--- src/rtl/cpu_pkg.sv ---
// Shared definitions for the CPU instruction sequencer: instruction word layout
// and sequencer state encoding.
package cpu_pkg;

    localparam int INSTR_W = 19;

    localparam int HALT_B  = 18;
    localparam int LOAD_B  = 17;
    localparam int CIN_B   = 16;
    localparam int COUT_B  = 15;
    localparam int OPC_HI  = 14;
    localparam int OPC_LO  = 8;
    localparam int DATA_HI = 7;
    localparam int DATA_LO = 0;

    typedef enum logic [2:0] {
        S_IDLE,
        S_FETCH,
        S_ISSUE,
        S_GAP,
        S_DONE
    } seq_state_t;

endpackage

--- src/rtl/seq_prog_mem.sv ---
// Program store for the sequencer: synchronous write port, registered read port.
// Array contents are deliberately left unreset; only the read register clears.
module seq_prog_mem
    import cpu_pkg::*;
#(
    parameter int ADDR_W = 4
) (
    input  logic               clk,
    input  logic               rst,
    input  logic               we,
    input  logic [ADDR_W-1:0]  waddr,
    input  logic [INSTR_W-1:0] wdata,
    input  logic               re,
    input  logic [ADDR_W-1:0]  raddr,
    output logic [INSTR_W-1:0] rdata_q
);

    localparam int DEPTH = 2 ** ADDR_W;

    logic [INSTR_W-1:0] mem_q [DEPTH];
    logic [INSTR_W-1:0] rdata_d;

    always_ff @(posedge clk) begin
        if (we) begin
            mem_q[waddr] <= wdata;
        end
    end

    always_comb begin
        rdata_d = rdata_q;
        if (re) begin
            rdata_d = mem_q[raddr];
        end
    end

    always_ff @(posedge clk) begin
        if (rst) begin
            rdata_q <= '0;
        end else begin
            rdata_q <= rdata_d;
        end
    end

endmodule

--- src/rtl/cpu_sequencer.sv ---
// Instruction feeder for the CPU block: fetches commands from a small program
// memory and issues them one ce pulse at a time, paced to the CPU's latency.
module cpu_sequencer
    import cpu_pkg::*;
#(
    parameter int ADDR_W = 4,
    parameter int OP_GAP = 2
) (
    input  logic               clk,
    input  logic               rst,
    input  logic               prog_we,
    input  logic [ADDR_W-1:0]  prog_addr,
    input  logic [INSTR_W-1:0] prog_wdata,
    input  logic               start,
    input  logic               abort,
    output logic               busy,
    output logic               done,
    output logic [ADDR_W-1:0]  pc,
    output logic [7:0]         cpu_data,
    output logic [6:0]         cpu_opcode,
    output logic               cpu_cin,
    output logic               cpu_cout,
    output logic               cpu_load,
    output logic               cpu_ce
);

    localparam int GAP_W = (OP_GAP > 1) ? $clog2(OP_GAP + 1) : 1;

    seq_state_t         state_q, state_d;
    logic [ADDR_W-1:0]  pc_q, pc_d;
    logic [GAP_W-1:0]   gap_q, gap_d;
    logic [INSTR_W-1:0] instr_q;
    logic               mem_we;
    logic               fetch;
    logic               issue;

    assign mem_we = prog_we && (state_q == S_IDLE);
    assign fetch  = (state_q == S_FETCH);

    seq_prog_mem #(
        .ADDR_W (ADDR_W)
    ) u_prog_mem (
        .clk     (clk),
        .rst     (rst),
        .we      (mem_we),
        .waddr   (prog_addr),
        .wdata   (prog_wdata),
        .re      (fetch),
        .raddr   (pc_q),
        .rdata_q (instr_q)
    );

    always_ff @(posedge clk) begin
        if (rst) begin
            state_q <= S_IDLE;
            pc_q    <= '0;
            gap_q   <= '0;
        end else begin
            state_q <= state_d;
            pc_q    <= pc_d;
            gap_q   <= gap_d;
        end
    end

    always_comb begin
        state_d = state_q;
        pc_d    = pc_q;
        gap_d   = gap_q;
        unique case (state_q)
            S_IDLE: begin
                if (start) begin
                    pc_d    = '0;
                    state_d = S_FETCH;
                end
            end
            S_FETCH: state_d = S_ISSUE;
            S_ISSUE: begin
                // The last memory word ends the program even without a halt bit.
                if (instr_q[HALT_B] || (&pc_q)) begin
                    state_d = S_DONE;
                end else begin
                    pc_d = pc_q + ADDR_W'(1);
                    if (instr_q[LOAD_B] || (OP_GAP == 0)) begin
                        state_d = S_FETCH;
                    end else begin
                        gap_d   = GAP_W'(OP_GAP);
                        state_d = S_GAP;
                    end
                end
            end
            S_GAP: begin
                gap_d = gap_q - GAP_W'(1);
                if (gap_q <= GAP_W'(1)) begin
                    state_d = S_FETCH;
                end
            end
            S_DONE:  state_d = S_IDLE;
            default: state_d = S_IDLE;
        endcase
        if (abort && (state_q != S_IDLE)) begin
            state_d = S_IDLE;
        end
    end

    always_comb begin
        issue      = (state_q == S_ISSUE) && !instr_q[HALT_B];
        busy       = (state_q != S_IDLE);
        done       = (state_q == S_DONE);
        pc         = pc_q;
        cpu_ce     = issue;
        cpu_data   = '0;
        cpu_opcode = '0;
        cpu_cin    = 1'b0;
        cpu_cout   = 1'b0;
        cpu_load   = 1'b0;
        if (issue) begin
            cpu_data   = instr_q[DATA_HI:DATA_LO];
            cpu_opcode = instr_q[OPC_HI:OPC_LO];
            cpu_cin    = instr_q[CIN_B];
            cpu_cout   = instr_q[COUT_B];
            cpu_load   = instr_q[LOAD_B];
        end
    end

endmodule

--- config.mk ---
export PLATFORM = sky130hd
export DESIGN_NAME = cpu_sequencer
export DESIGN_NICKNAME = d
export VERILOG_FILES = /design/src/rtl/cpu_pkg.sv /design/src/rtl/seq_prog_mem.sv /design/src/rtl/cpu_sequencer.sv
export SDC_FILE = /design/constraint.sdc
export NUM_CORES = 1
export LEC_CHECK = 0
export CORE_MARGIN = 2
export CORE_UTILIZATION = 55
export CTS_CLUSTER_DIAMETER = 100
export DETAILED_ROUTE_END_ITERATION = 16
export MAX_ROUTING_LAYER = met4
export PLACE_DENSITY = 0.73
export SLEW_MARGIN = 20
export SYNTH_ARGS = -nofsm -noshare
export SYNTH_HDL_FRONTEND = slang
export SYNTH_SLANG_ARGS = --single-unit
--- constraint.sdc ---
create_clock -name clk -period 5.9 [get_ports clk]
set_input_delay 1.18 -clock clk [delete_from_list [all_inputs] [get_ports clk]]
set_output_delay 1.18 -clock clk [all_outputs]
set_load 0.01 [all_outputs]
Yosys cells after proc, flatten, opt, wreduce, memory -nomap -nowiden --
Memory sizes are Yosys's and may differ from the RTL's. A register that Yosys moved wholly into a read port is not among the register bits. Index checks and enable logic that the tools add are counted. Widths: inputs -> output; s select.
Storage, ports and cells: register bits 9, bits in writable memories 304, input bits 28, logic and storage cells 47, memories kept 1
Memory list:
- u_prog_mem.mem_q | words 16, bits a word 19, read ports 1, clocked after Yosys merged registers in 1, wr ports 1, line seq_prog_mem.sv:20 | logic [INSTR_W-1:0] mem_q [DEPTH];
Cells by class: add/sub/neg operators 2, order comparisons 1, equal/unequal tests 8, mux-type cells 18, reduce and logical (&&, ||, !) cells 14
Operator list (number):
- $pmux 3 s4 | 1
- $mux 3 | 3
- $mux 4 | 2
- $mux 8 | 1
- $ne 2x2->1 const B | 4
- $pmux 4 s2 | 1
- $mux 7 | 1
- $eq 3x2->1 const B | 2
- $mux 2 | 3
- $reduce_and 3->1 | 2
- $mux 1 | 5
- $add 4x1->4 const B | 1
- $pmux 2 s2 | 1
- $reduce_and 4->1 | 1
- $reduce_bool 2->1 | 2
- $eq 3x1->1 const B | 1
- $eq 3x3->1 const B | 1
- $logic_and 1x1->1 | 3
- $logic_not 3->1 | 1
- $reduce_bool 3->1 | 1
- $le 2x1->1 const B | 1
- $reduce_and 2->1 | 1
- $reduce_or 2->1 | 1
- $sub 2x1->2 const B | 1
- other kinds (2) | 2

Logic depth before layout (Yosys ltp) --
Gate-level depths: netlist of the first run.
depth in word-level cells 4, depth in mapped cells 8, gate-level depth less buffers 5

By module --
From an unflattened synthesis of the first run, not the netlist that was laid out.
Unflattened totals: cells, all modules 791, area total of the unflattened synthesis 13080.0 um^2
By module, submodules not included:
- seq_prog_mem | instances 1, cells each 712, area an instance 12445.7 um^2, seq. area each 9509.1 um^2
- cpu_sequencer | instances 1, cells each 79, area an instance 634.4 um^2, seq. area each 180.2 um^2

Worst setup path before layout of the first run --
OpenSTA, ideal clock, no wires.
kind input port to flip-flop, from input port prog_we, to memory u_prog_mem.mem_q[0][0], enable pin, arrival 3.365 ns, data required time 5.481 ns, setup slack 2.116 ns, cell stages on the path 4, path through or4b_2 nor2_1 nand2_1 nor3_1
Between the ends: cells in the longest elaborated chain, start to end 3
RTL lines:
- start: declaration | line cpu_sequencer.sv:11 | input logic prog_we,
- $logic_and 1x1->1 | line cpu_sequencer.sv:37 | assign mem_we = prog_we && (state_q == S_IDLE);
- $mux 1 | line seq_prog_mem.sv:24 | if (we) begin
- $mux 1 (implied by the code) | line seq_prog_mem.sv:25 | mem_q[waddr] <= wdata;
- end: declaration | line seq_prog_mem.sv:20
Every way passes these cells.

Worst setup path in the final report of the first run --
from register state_q[1], to output port cpu_cin
Between the ends: cells in the longest elaborated chain, start to end 3
RTL lines:
- start: declaration | line cpu_sequencer.sv:29 | seq_state_t state_q, state_d;
- start signal: assignment | line cpu_sequencer.sv:59 | state_q <= state_d;
- $eq 3x2->1 | line cpu_sequencer.sv:106 | issue = (state_q == S_ISSUE) && !instr_q[HALT_B];
- $logic_and 1x1->1 | line cpu_sequencer.sv:106
- $mux 1 | line cpu_sequencer.sv:116 | if (issue) begin
- end: declaration | line cpu_sequencer.sv:21 | output logic cpu_cin,
Every way passes these cells.

==> results of run 1 <==
==> layer usage <==
layer,GRT usage (%),share of wire (%),up-vias
met1,32.5,41,3388
met5,-,0,-
li1,-,-,2803
met2,38.3,50,284
met3,4.30,6.5,49
met4,8.53,2.9,0
==> kinds of logic (layout without fill, tap and decap cells) <==
| group | count (synthesis) | count (layout) | share of synthesized area [%] |
|---|---|---|---|
| AO/OA/AOI/OAI | 50 | 50 | 3.05 |
| XOR/XNOR | 2 | 2 | 0.136 |
| buffers and inverters | 40 | 127 | 1.57 |
| AND/OR/NAND/NOR | 119 | 119 | 5.01 |
| flip-flops | 332 | 332 | 75.1 |
| adder cells (fa/ha/maj) | 2 | 2 | 0.194 |
| multiplexers | 114 | 114 | 15.0 |
| other | 0 | 1 | 0 |
==> critical path, stage by stage, from the launching register on <==
cell and delay [ns]:
dfxtp_1 0.61, nor4b_2 0.85, buf_4 0.39, and2_1 0.23, clkdlybuf4s50_1 0.56
==> state kept, by name (all words and copies together), names as in the netlist <==
signal and flops:
gap_q 2, state_q 3, u_prog_mem.mem_q 304, u_prog_mem.rdata_q 19
pc 4
==> synthesized netlist by cell type, types with 2 or more instances <==
master and instances:
a21oi_1 4, a221o_1 19, and2_1 18, buf_1 4, buf_2 5, buf_4 2
buf_6 5, clkbuf_1 19, dfxtp_1 28, edfxtp_1 304, ha_1 2, inv_1 4
mux2_2 57, mux4_1 2, mux4_2 55, nand2_1 13, nand2b_1 5, nand3_1 2
nor2_1 24, nor2b_1 15, nor3_1 26, nor4b_1 2, o211ai_1 2, o22ai_1 19
or2_2 2, or3_1 2, or4b_2 2, xor2_1 2
==> layout make-up <==
cell class,instances,area [µm²]
Tap cell,319,399
Multi-Input combinational cell,287,3100
Clock buffer,42,902
Fill cell,1560,8360
Timing Repair Buffer,61,588
Clock inverter,20,193
Inverter,4,15.0
Antenna cell,1,2.50
Sequential cell,332,9700
==> worst max path at each step <==
| stage | slack (ns) | to | depth (start not counted) |
|---|---|---|---|
| after global placement | 1.86 | u_prog_mem.mem_q[1][3]$_DFFE_PP_ | 6 |
| after global routing | 1.46 | cpu_cin | 4 |
| after CTS | 1.56 | cpu_cin | 4 |
| after floorplan | 2.12 | u_prog_mem.mem_q[0][0]$_DFFE_PP_ | 4 |
| after detailed placement | 1.79 | u_prog_mem.mem_q[1][15]$_DFFE_PP_ | 6 |
| final | 1.57 | cpu_cin | 4 |
==> per-stage QoR <==
| stage | cell area [µm²] | util [%] | hold WS [ns] | worst slack (ns) |
|---|---|---|---|---|
| after floorplan | 12900 | - | 0.448 | 2.12 |
| after global placement | 13800 | 59.2 | 0.464 | 1.86 |
| after detailed placement | 13800 | 59.2 | 0.468 | 1.79 |
| after CTS | 14900 | 63.9 | 0.485 | 1.56 |
| after global routing | 14900 | 64.1 | 0.501 | 1.46 |
| final | 14900 | 64.1 | 0.481 | 1.57 |
==> power by group through the flow <==
stage	Sequential, µW	Clock (µW)	Combinational [µW]
floorplan	2740	0	372
global placement	2790	0	508
detailed placement	2790	0	520
CTS	2740	2110	526
global route	2760	2200	565
finish	2740	2090	527
==> results.ini, run 1 <==
[synthesis]
syn_area_per_cell_um2=19.6
yosysUniqueCellTypes=43
ys_seq_elements=332
syn-cell-area_um2=12900
synth_top_flop_cell=edfxtp_1
yosysWarnings=0
syn_inst=659
synth_area_leader_cell=edfxtp_1
synth_area_leaders=edfxtp_1 71%, mux4_2 9.6%, mux2_2 5.0%
synth_edf_count=304
synth_nets=689
synth-seq-area-share_pct=75.1
synth-async-reset-ratio_pct=0
synth_top_area_share_pct=70.7

[drt]
drc=0
vias=6524
drtIter0Drc=586
via_per_inst=6.12
wirelength_um=28100
first_pass_iters=6
wire_per_inst_um=26.4
drtAntennaViolNets=0

[timing]
rsz0062_at_grt=no
hold_viol=0
fin_crit_sh_pct=73.4
fmax_ghz=0.231
worst_clock_skew_ns=0.0172
slew_headroom_pct=26.7
setup_viol=0
setup_tns_ns=0
fin_crit_ns=4.33
final_max_slew_viol_count=0
worstMarginPinSlew_ns=1.10

[pwr]
p_switching_uw=1240
clkPwrFrac_pct=39.0
combPwrFrac_pct=9.8
swShare_pct=23.1
powerDensity_nw_per_um2=360
total_power_uw=5360
internal_power_uw=4130
leakage_uw=0.00463
peakVddDrop_mv=0.240
p_seq_share_pct=51.2

[cts]
post_cts_buffers=0
clk_latency_ns=0.52
numCtsBuffers=34
cts_root_buf=clkbuf_16
clkSlewWorstSetupHoldPaths_ns=0.06
cts_tree=done
cts_hold_buf=0
htreeDepth=2
cts.sinks=332
cts_buffer_depth=3
ctsResizeCount=0

[floorplanning]
die_x_um=157
die_area_um2=24700
start_util_pct=55.5
die_height_um=157
coreArea_um2=23300
io_pins=53
fp-row-count=56

[global_route]
grt_max_degree=51
antenna_found_initial=1
grt_pass1_vias=6721
grt_pass1_wl_um=41700
overflow=0
grt_use_total_pct=24.3

[final_layout]
finalNonFillerCells=1066
mostFrequentLayoutCell=edfxtp_1
layout-drive-gt1-share_pct=26.4
fin_nets=750
synthToLayoutAreaGrowth_pct=15.4
mostFrequentLayoutCells=304 x edfxtp_1, 57 x mux2_2, 55 x mux4_2

[critical_path]
r2r-start=state_q[1]$_SDFFE_PP0P_
startpoint=state_q[1]$_SDFFE_PP0P_
critical_path_required_ns=4.72
start_kind=flip-flop
reg2reg_setup_slack_ns=2.88
path_class=reg2out
rr_worst_depth=5
cp_max_fo=14
cp-end-kind=output pin
reg2reg_to=u_prog_mem.mem_q[1][14]$_DFFE_PP_
critPathArrivalTime_ns=3.15

[hold_path]
min_path_type=reg2reg
hp-start=u_prog_mem.rdata_q[3]$_SDFFE_PP0N_
hold_depth=1
whs_endpoint=u_prog_mem.rdata_q[3]$_SDFFE_PP0N_

[placement]
dp_cells=1003
port_buffers=52
dp_hpwl_um=16700
gp_congestion=0.846

[status]
status=complete, no violations

[run]
drv_cap=0

Note: power is estimated with default switching activity, not from simulation.
==> run 2, diff against run 1 <==
Settings changed: CORE_UTILIZATION 55 to 54, PLACE_DENSITY 0.73 to 0.75.
Clock period 5.9 ns to 3.8 ns, I/O delays scaled along.
==> run 2 against run 1 <==
  * Clock skew decreased by 0.0089 ns
  * Count of clock-buffer cells in the layout increased by 7
  * Cell count increased by 1.6%
  * Routed wire length increased by 0.62%
  * Die area increased by 1.8%
  * Largest cell class unchanged
  * Register-to-register slack got worse by 1.6 ns
==> results.ini, run 2 (synthesized netlist as in run 1, its figures left out) <==
[cts]
clkSlewWorstSetupHoldPaths_ns=0.06  ; about the same
ctsResizeCount=0  ; unchanged
htreeDepth=2  ; unchanged
cts_hold_buf=0  ; unchanged
cts_tree=done
cts.sinks=332  ; unchanged
clk_latency_ns=0.51  ; about the same
cts_buffer_depth=3  ; unchanged
numCtsBuffers=34  ; unchanged
cts_root_buf=clkbuf_16
post_cts_buffers=0  ; unchanged

[drt]
wl_met2_um=14400  ; +2.2%
drtAntennaViolNets=0  ; unchanged
highest_layer=met4
vias=6705  ; +2.8%
first_pass_iters=5  ; -1
wl_met1_um=11700  ; +2.2%
wl_met3_um=1840  ; +1.2%
drc=0  ; unchanged
wire_per_inst_um=26.1  ; -0.96%
drtIter0Drc=705  ; +20%
wirelength_um=28300  ; +0.62%
via_per_inst=6.19  ; +1.2%

[critical_path]
cp-end-kind=output pin
slowest_delay_ns=0.58  ; -0.27 ns
start_kind=flip-flop
critPathArrivalTime_ns=2.50  ; -0.65 ns
path_cells=nor4b_2, buf_4, and2_1, clkdlybuf4s50_1
critPathTopFamily=buffers and inverters
critPathSlowestCell=clkdlybuf4s50_1
path_class=reg2out
cp_max_fo=14  ; unchanged
path_buf_inv=2  ; unchanged
critical_path_required_ns=3.04  ; -1.68 ns

[final_layout]
antenna_cells=0  ; -1
mostFrequentLayoutCells=304 x edfxtp_1, 57 x mux2_2, 55 x mux4_2
final_util_pct=64.0  ; about the same
multiInputGateArea_um2=3070  ; -1.0%
mostFrequentLayoutCell=edfxtp_1
layout-drive-gt1-share_pct=28.0  ; +1.6 points
fin_nets=770  ; +2.7%
seq_area_um2=9700  ; unchanged
fillerInstances=1535  ; -1.6%
largest_register_ffs=304  ; unchanged
synthToLayoutAreaGrowth_pct=16.4
top_register=u_prog_mem.mem_q
stdcell_area_um2=15000  ; +0.82%

[placement]
port_buffers=52  ; unchanged
gp_congestion=0.883  ; +4.3%
place_area_um2=13900  ; +1.2%
dp_hpwl_um=17500  ; +4.6%

[floorplanning]
start_util_pct=55.0  ; -0.50 points
die_height_um=159  ; +0.90%
die_area_um2=25200  ; +1.8%
io_pins=53  ; unchanged
die_x_um=159  ; +0.90%
fp-row-count=56  ; unchanged
coreArea_um2=23500  ; +0.90%

[pwr]
powerDensity_nw_per_um2=551  ; +53%
leakage_uw=0.00473  ; +2.1%
swShare_pct=22.6  ; -0.47 points
clkPwrFrac_pct=38.4  ; -0.6 points
combPwrFrac_pct=10.2  ; +0.4 points
p_seq_share_pct=51.4  ; +0.2 points
total_power_uw=8280  ; +54%
internal_power_uw=6410  ; +55%
peakVddDrop_mv=0.396  ; +65%
p_switching_uw=1870  ; +51%

[timing]
hold_viol=0  ; unchanged
worstMarginPinSlew_ns=0.855  ; -0.243 ns
final_max_slew_viol_count=0  ; unchanged
fmax_ghz=0.306
setup_tns_ns=0  ; unchanged
fin_crit_sh_pct=85.9
worst_clock_skew_ns=0.00829  ; -0.00893 ns
rsz0062_at_grt=no
setup_viol=0  ; unchanged
fin_crit_ns=3.26
slew_headroom_pct=42.8  ; +16 points

[global_route]
grt_max_degree=51  ; unchanged
overflow=0  ; unchanged
grt_use_total_pct=23.8  ; -0.47 points
antenna_found_initial=0  ; -1
grt_pass1_wl_um=41700  ; about the same
grt_pass1_vias=6685  ; -0.54%

[run]
drv_cap=0  ; unchanged

[hold_path]
min_path_type=reg2reg

[status]
status=complete, no violations

-- run 2: cell count changes in the layout (fill, tap and decap cells not counted), moves of 3 or more --
cell      delta
clkinv_2     -4
nor2_4       -5
clkbuf_1     +3
buf_4       +18
nor2_2       +5
clkinv_1     -3
-- run 2: per-layer routing --
metal,vias to the layer above,global-route usage [%]
li1,2850,-
met1,3524,33.4
met2,292,38.3
met3,39,3.10
met4,0,5.32
met5,-,-
-- run 2: metrics by stage --
step	setup slack (ns)	std cells	hold slack, ns
after floorplan	0.436	659	0.448
after global placement	0.814	1023	0.462
after detailed placement	0.783	1023	0.466
after CTS	0.540	1083	0.484
after global routing	0.436	1083	0.487
final	0.537	1083	0.480
-- run 2: final timing paths --
kind         slack [ns]                             endpoint  depth (start not counted)                                from
min                0.48   u_prog_mem.rdata_q[2]$_SDFFE_PP0N_                          1  u_prog_mem.rdata_q[2]$_SDFFE_PP0N_
max reg2reg        1.31  u_prog_mem.rdata_q[16]$_SDFFE_PP0N_                          4                  pc[0]$_SDFFE_PP0P_
max                0.54                        cpu_opcode[4]                          4             state_q[1]$_SDFFE_PP0P_
min reg2reg        0.48   u_prog_mem.rdata_q[2]$_SDFFE_PP0N_                          1  u_prog_mem.rdata_q[2]$_SDFFE_PP0N_
-- run 2: layout make-up --
type                       count  share of cell area (%)
multi-input combinational    287                    20.5
sequential                   332                    64.5
inverter                       4                  0.0999
clock inverter                11                   0.566
timing repair buffer          81                    5.08
clock buffer                  49                    6.60
tap                          319                    2.66
-- run 2: power groups by stage --
stage | Combinational, µW | Sequential [µW] | Clock [µW]
3_5_place_dp | 843 | 4330 | 0
2_1_floorplan | 578 | 4250 | 0
4_1_cts | 850 | 4260 | 3220
6_report | 846 | 4250 | 3180
3_3_place_gp | 819 | 4320 | 0
5_1_grt | 900 | 4270 | 3360
==> run 3, diff against run 2 <==
--- a/config.mk
+++ b/config.mk
@@ -10,4 +10,5 @@
 export CTS_CLUSTER_DIAMETER = 100
 export DETAILED_ROUTE_END_ITERATION = 16
+export GPL_TIMING_DRIVEN = 0
 export MAX_ROUTING_LAYER = met4
 export PLACE_DENSITY = 0.75
==> constraint.sdc (replaced) <==
create_clock -name clk -period 3.8 [get_ports clk]
set_input_delay 0.76 -clock clk [delete_from_list [all_inputs] [get_ports clk]]
set_output_delay 0.76 -clock clk [all_outputs]
set_load 0.1 [all_outputs]
==> run 3 against run 2 <==
  * First-iteration DRC count is 11% lower
  * Cell area rose by 0.56%
  * Sequential power shrank 1%
  * Utilization up 0.36 points
  * Global-route usage up 0.58 points
  * Count of clock-buffer cells in the layout decreased by 5
  * Worst setup slack worse by 0.34 ns
  * Sequential share of layout area fell by 0.42 points
  * Maximum frequency down 9.4%
  * Clock power increased by 2%
  * Register-to-register slack got worse by 0.75 ns
  * Cell count rose by 1.6%
  * Largest cell class unchanged
  * Largest power group unchanged
==> results.ini, run 3 (synthesized netlist as in run 1, its figures left out) <==
[global_route]
grt_use_total_pct=24.4  ; +0.58 points
grt_pass1_wl_um=42200  ; +1.2%
antenna_found_initial=0  ; unchanged
grt_pass1_vias=6935  ; +3.7%
overflow=0  ; unchanged
grt_max_degree=20  ; -61%

[final_layout]
multiInputGateArea_um2=3130  ; +2.0%
seq_area_um2=9690  ; about the same
synthToLayoutAreaGrowth_pct=17.0
mostFrequentLayoutCell=edfxtp_1
fin_nets=787  ; +2.2%
mostFrequentLayoutCells=304 x edfxtp_1, 57 x mux2_2, 55 x mux4_2
largest_register_ffs=304  ; unchanged
final_util_pct=64.4  ; +0.36 points
top_register=u_prog_mem.mem_q
layout-drive-gt1-share_pct=28.8  ; +0.84 points
fillerInstances=1514  ; -1.4%

[drt]
wire_per_inst_um=26.2  ; +0.15%
drtIter0Drc=629  ; -11%
first_pass_iters=5  ; unchanged
drc=0  ; unchanged
drtAntennaViolNets=0  ; unchanged
vias=6771  ; +0.98%
wirelength_um=28800  ; +1.7%
via_per_inst=6.16  ; -0.58%

[critical_path]
path_class=reg2out
critPathSlowestCell=dlygate4sd2_1
r2r-start=state_q[1]$_SDFFE_PP0P_
critPathArrivalTime_ns=2.84  ; +0.34 ns
rr_worst_depth=7  ; +3
path_buf_inv=3  ; +1
critical_path_required_ns=3.04  ; about the same
path_cells=buf_4, nor4b_1, clkbuf_2, dlygate4sd2_1
cp.depth=4  ; unchanged
slowest_delay_ns=0.91  ; +0.33 ns
reg2reg_setup_slack_ns=0.56  ; -0.75 ns
cp_max_fo=11  ; -3
start_kind=flip-flop
reg2reg_to=u_prog_mem.mem_q[2][3]$_DFFE_PP_
cp-end-kind=output pin
critPathTopFamily=buffers and inverters
endpoint=cpu_ce
startpoint=state_q[0]$_SDFFE_PP0P_

[cts]
cts.sinks=332  ; unchanged
cts_root_buf=clkbuf_16
clk_latency_ns=0.51  ; about the same
cts_buffer_depth=3  ; unchanged
clkSlewWorstSetupHoldPaths_ns=0.06  ; about the same
cts_tree=done
numCtsBuffers=34  ; unchanged
htreeDepth=2  ; unchanged
cts_hold_buf=0  ; unchanged

[timing]
hold_viol=0  ; unchanged
fmax_ghz=0.278  ; -9.4%
final_max_slew_viol_count=0  ; unchanged
slew_headroom_pct=24.9  ; -18 points
fin_crit_ns=3.60  ; +0.339 ns
fin_crit_sh_pct=94.8  ; +8.9 points
setup_viol=0  ; unchanged
worstMarginPinSlew_ns=1.12  ; +0.267 ns
worst_clock_skew_ns=0.0115  ; +0.00321 ns
rsz0062_at_grt=no

[placement]
dp_hpwl_um=17600  ; +0.81%
gp_congestion=0.814  ; -7.8%
port_buffers=51  ; -1.9%

[floorplanning]
start_util_pct=55.0  ; unchanged
fp-row-count=56  ; unchanged
coreArea_um2=23500  ; unchanged
die_area_um2=25200  ; unchanged
die_height_um=159  ; unchanged
die_x_um=159  ; unchanged
io_pins=53  ; unchanged

[pwr]
leakage_uw=0.00478  ; +1.1%
peakVddDrop_mv=0.333  ; -16%
total_power_uw=8510  ; +2.8%
powerDensity_nw_per_um2=563  ; +2.2%

[hold_path]
hp-start=u_prog_mem.rdata_q[15]$_SDFFE_PP0N_
min_path_type=reg2reg

[status]
status=complete, no violations

[run]
drv_cap=0  ; unchanged

[run 3: cell types whose count changed in the layout (fill, tap and decap cells not counted), sizes merged]
| cell | previous run | this run |
|---|---|---|
| clkdlybuf4s50 | 52 | 32 |
| bufinv | 1 | 2 |
| buf | 29 | 27 |
| clkinv | 9 | 12 |
| diode | 0 | 1 |
| clkdlybuf4s15 | 0 | 4 |
| dlygate4sd2 | 0 | 1 |
| inv | 4 | 5 |
| clkinvlp | 1 | 0 |
| clkbuf | 49 | 78 |
[run 3: what timing repair did]
| action | CTS | global route |
|---|---|---|
| cloned | 0 | 0 |
| endpoints found under the hold margin | 0 | 0 |
| setup endpoints to repair | 19 | 14 |
| resized for setup | 29 | 27 |
| buffers inserted | 0 | 0 |
[run 3: worst min-delay path by stage]
stage                                                endpoint  slack (ns)  cells past startpoint
after global placement    u_prog_mem.rdata_q[16]$_SDFFE_PP0N_        0.46                      1
after global routing       u_prog_mem.rdata_q[0]$_SDFFE_PP0N_        0.49                      1
after floorplan            u_prog_mem.rdata_q[0]$_SDFFE_PP0N_        0.45                      1
after detailed placement  u_prog_mem.rdata_q[14]$_SDFFE_PP0N_        0.47                      1
after CTS                 u_prog_mem.rdata_q[15]$_SDFFE_PP0N_        0.48                      1
final                     u_prog_mem.rdata_q[15]$_SDFFE_PP0N_        0.48                      1
[run 3: layout make-up]
type,instances,area share [%]
Antenna cell,1,0.0166
Inverter,4,0.0994
Clock buffer,44,6.43
Timing Repair Buffer,62,3.90
Buffer,36,1.25
Clock inverter,15,0.787
Sequential cell,332,64.1
Multi-Input combinational cell,287,20.7
Tap cell,319,2.64
[run 3: metrics by stage]
step	std cells	hold slack, ns	setup slack [ns]	TNS [ns]	cell area [µm²]
after global routing	1099	0.495	0.0581	0	15100
after CTS	1099	0.481	0.0402	0	15200
final	1100	0.479	0.198	0	15100
after global placement	1029	0.460	-1.39	-192.99	13800
after floorplan	659	0.448	0.350	0	12900
after detailed placement	1040	0.467	-0.0431	-0.240	14100
[run 3: per-layer routing]
metal / part of all wire [%] / track usage (%) / up-vias
met5: 0 / - / -
met4: 4.0 / 11.3 / 0
met3: 8.5 / 4.74 / 83
met2: 49 / 38.2 / 362
met1: 39 / 31.4 / 3443
li1: - / - / 2883
[run 3: worst register-to-register path: stages, from the launching register on]
cell and delay, ns:
dfxtp_1 0.34, buf_2 0.19, or4b_2 0.70, nor2_1 0.13, nand2_1 0.22, nor3_2 0.83
buf_4 0.36, buf_6 0.17
[run 3: where the power goes]
part	leakage (µW)	internal [µW]	switching [µW]	total, µW
registers	0.00297	4140	60.0	4200
clock network	0.000537	1930	1290	3230
logic	0.00127	390	691	1080
total	0.00478	6460	2050	8510
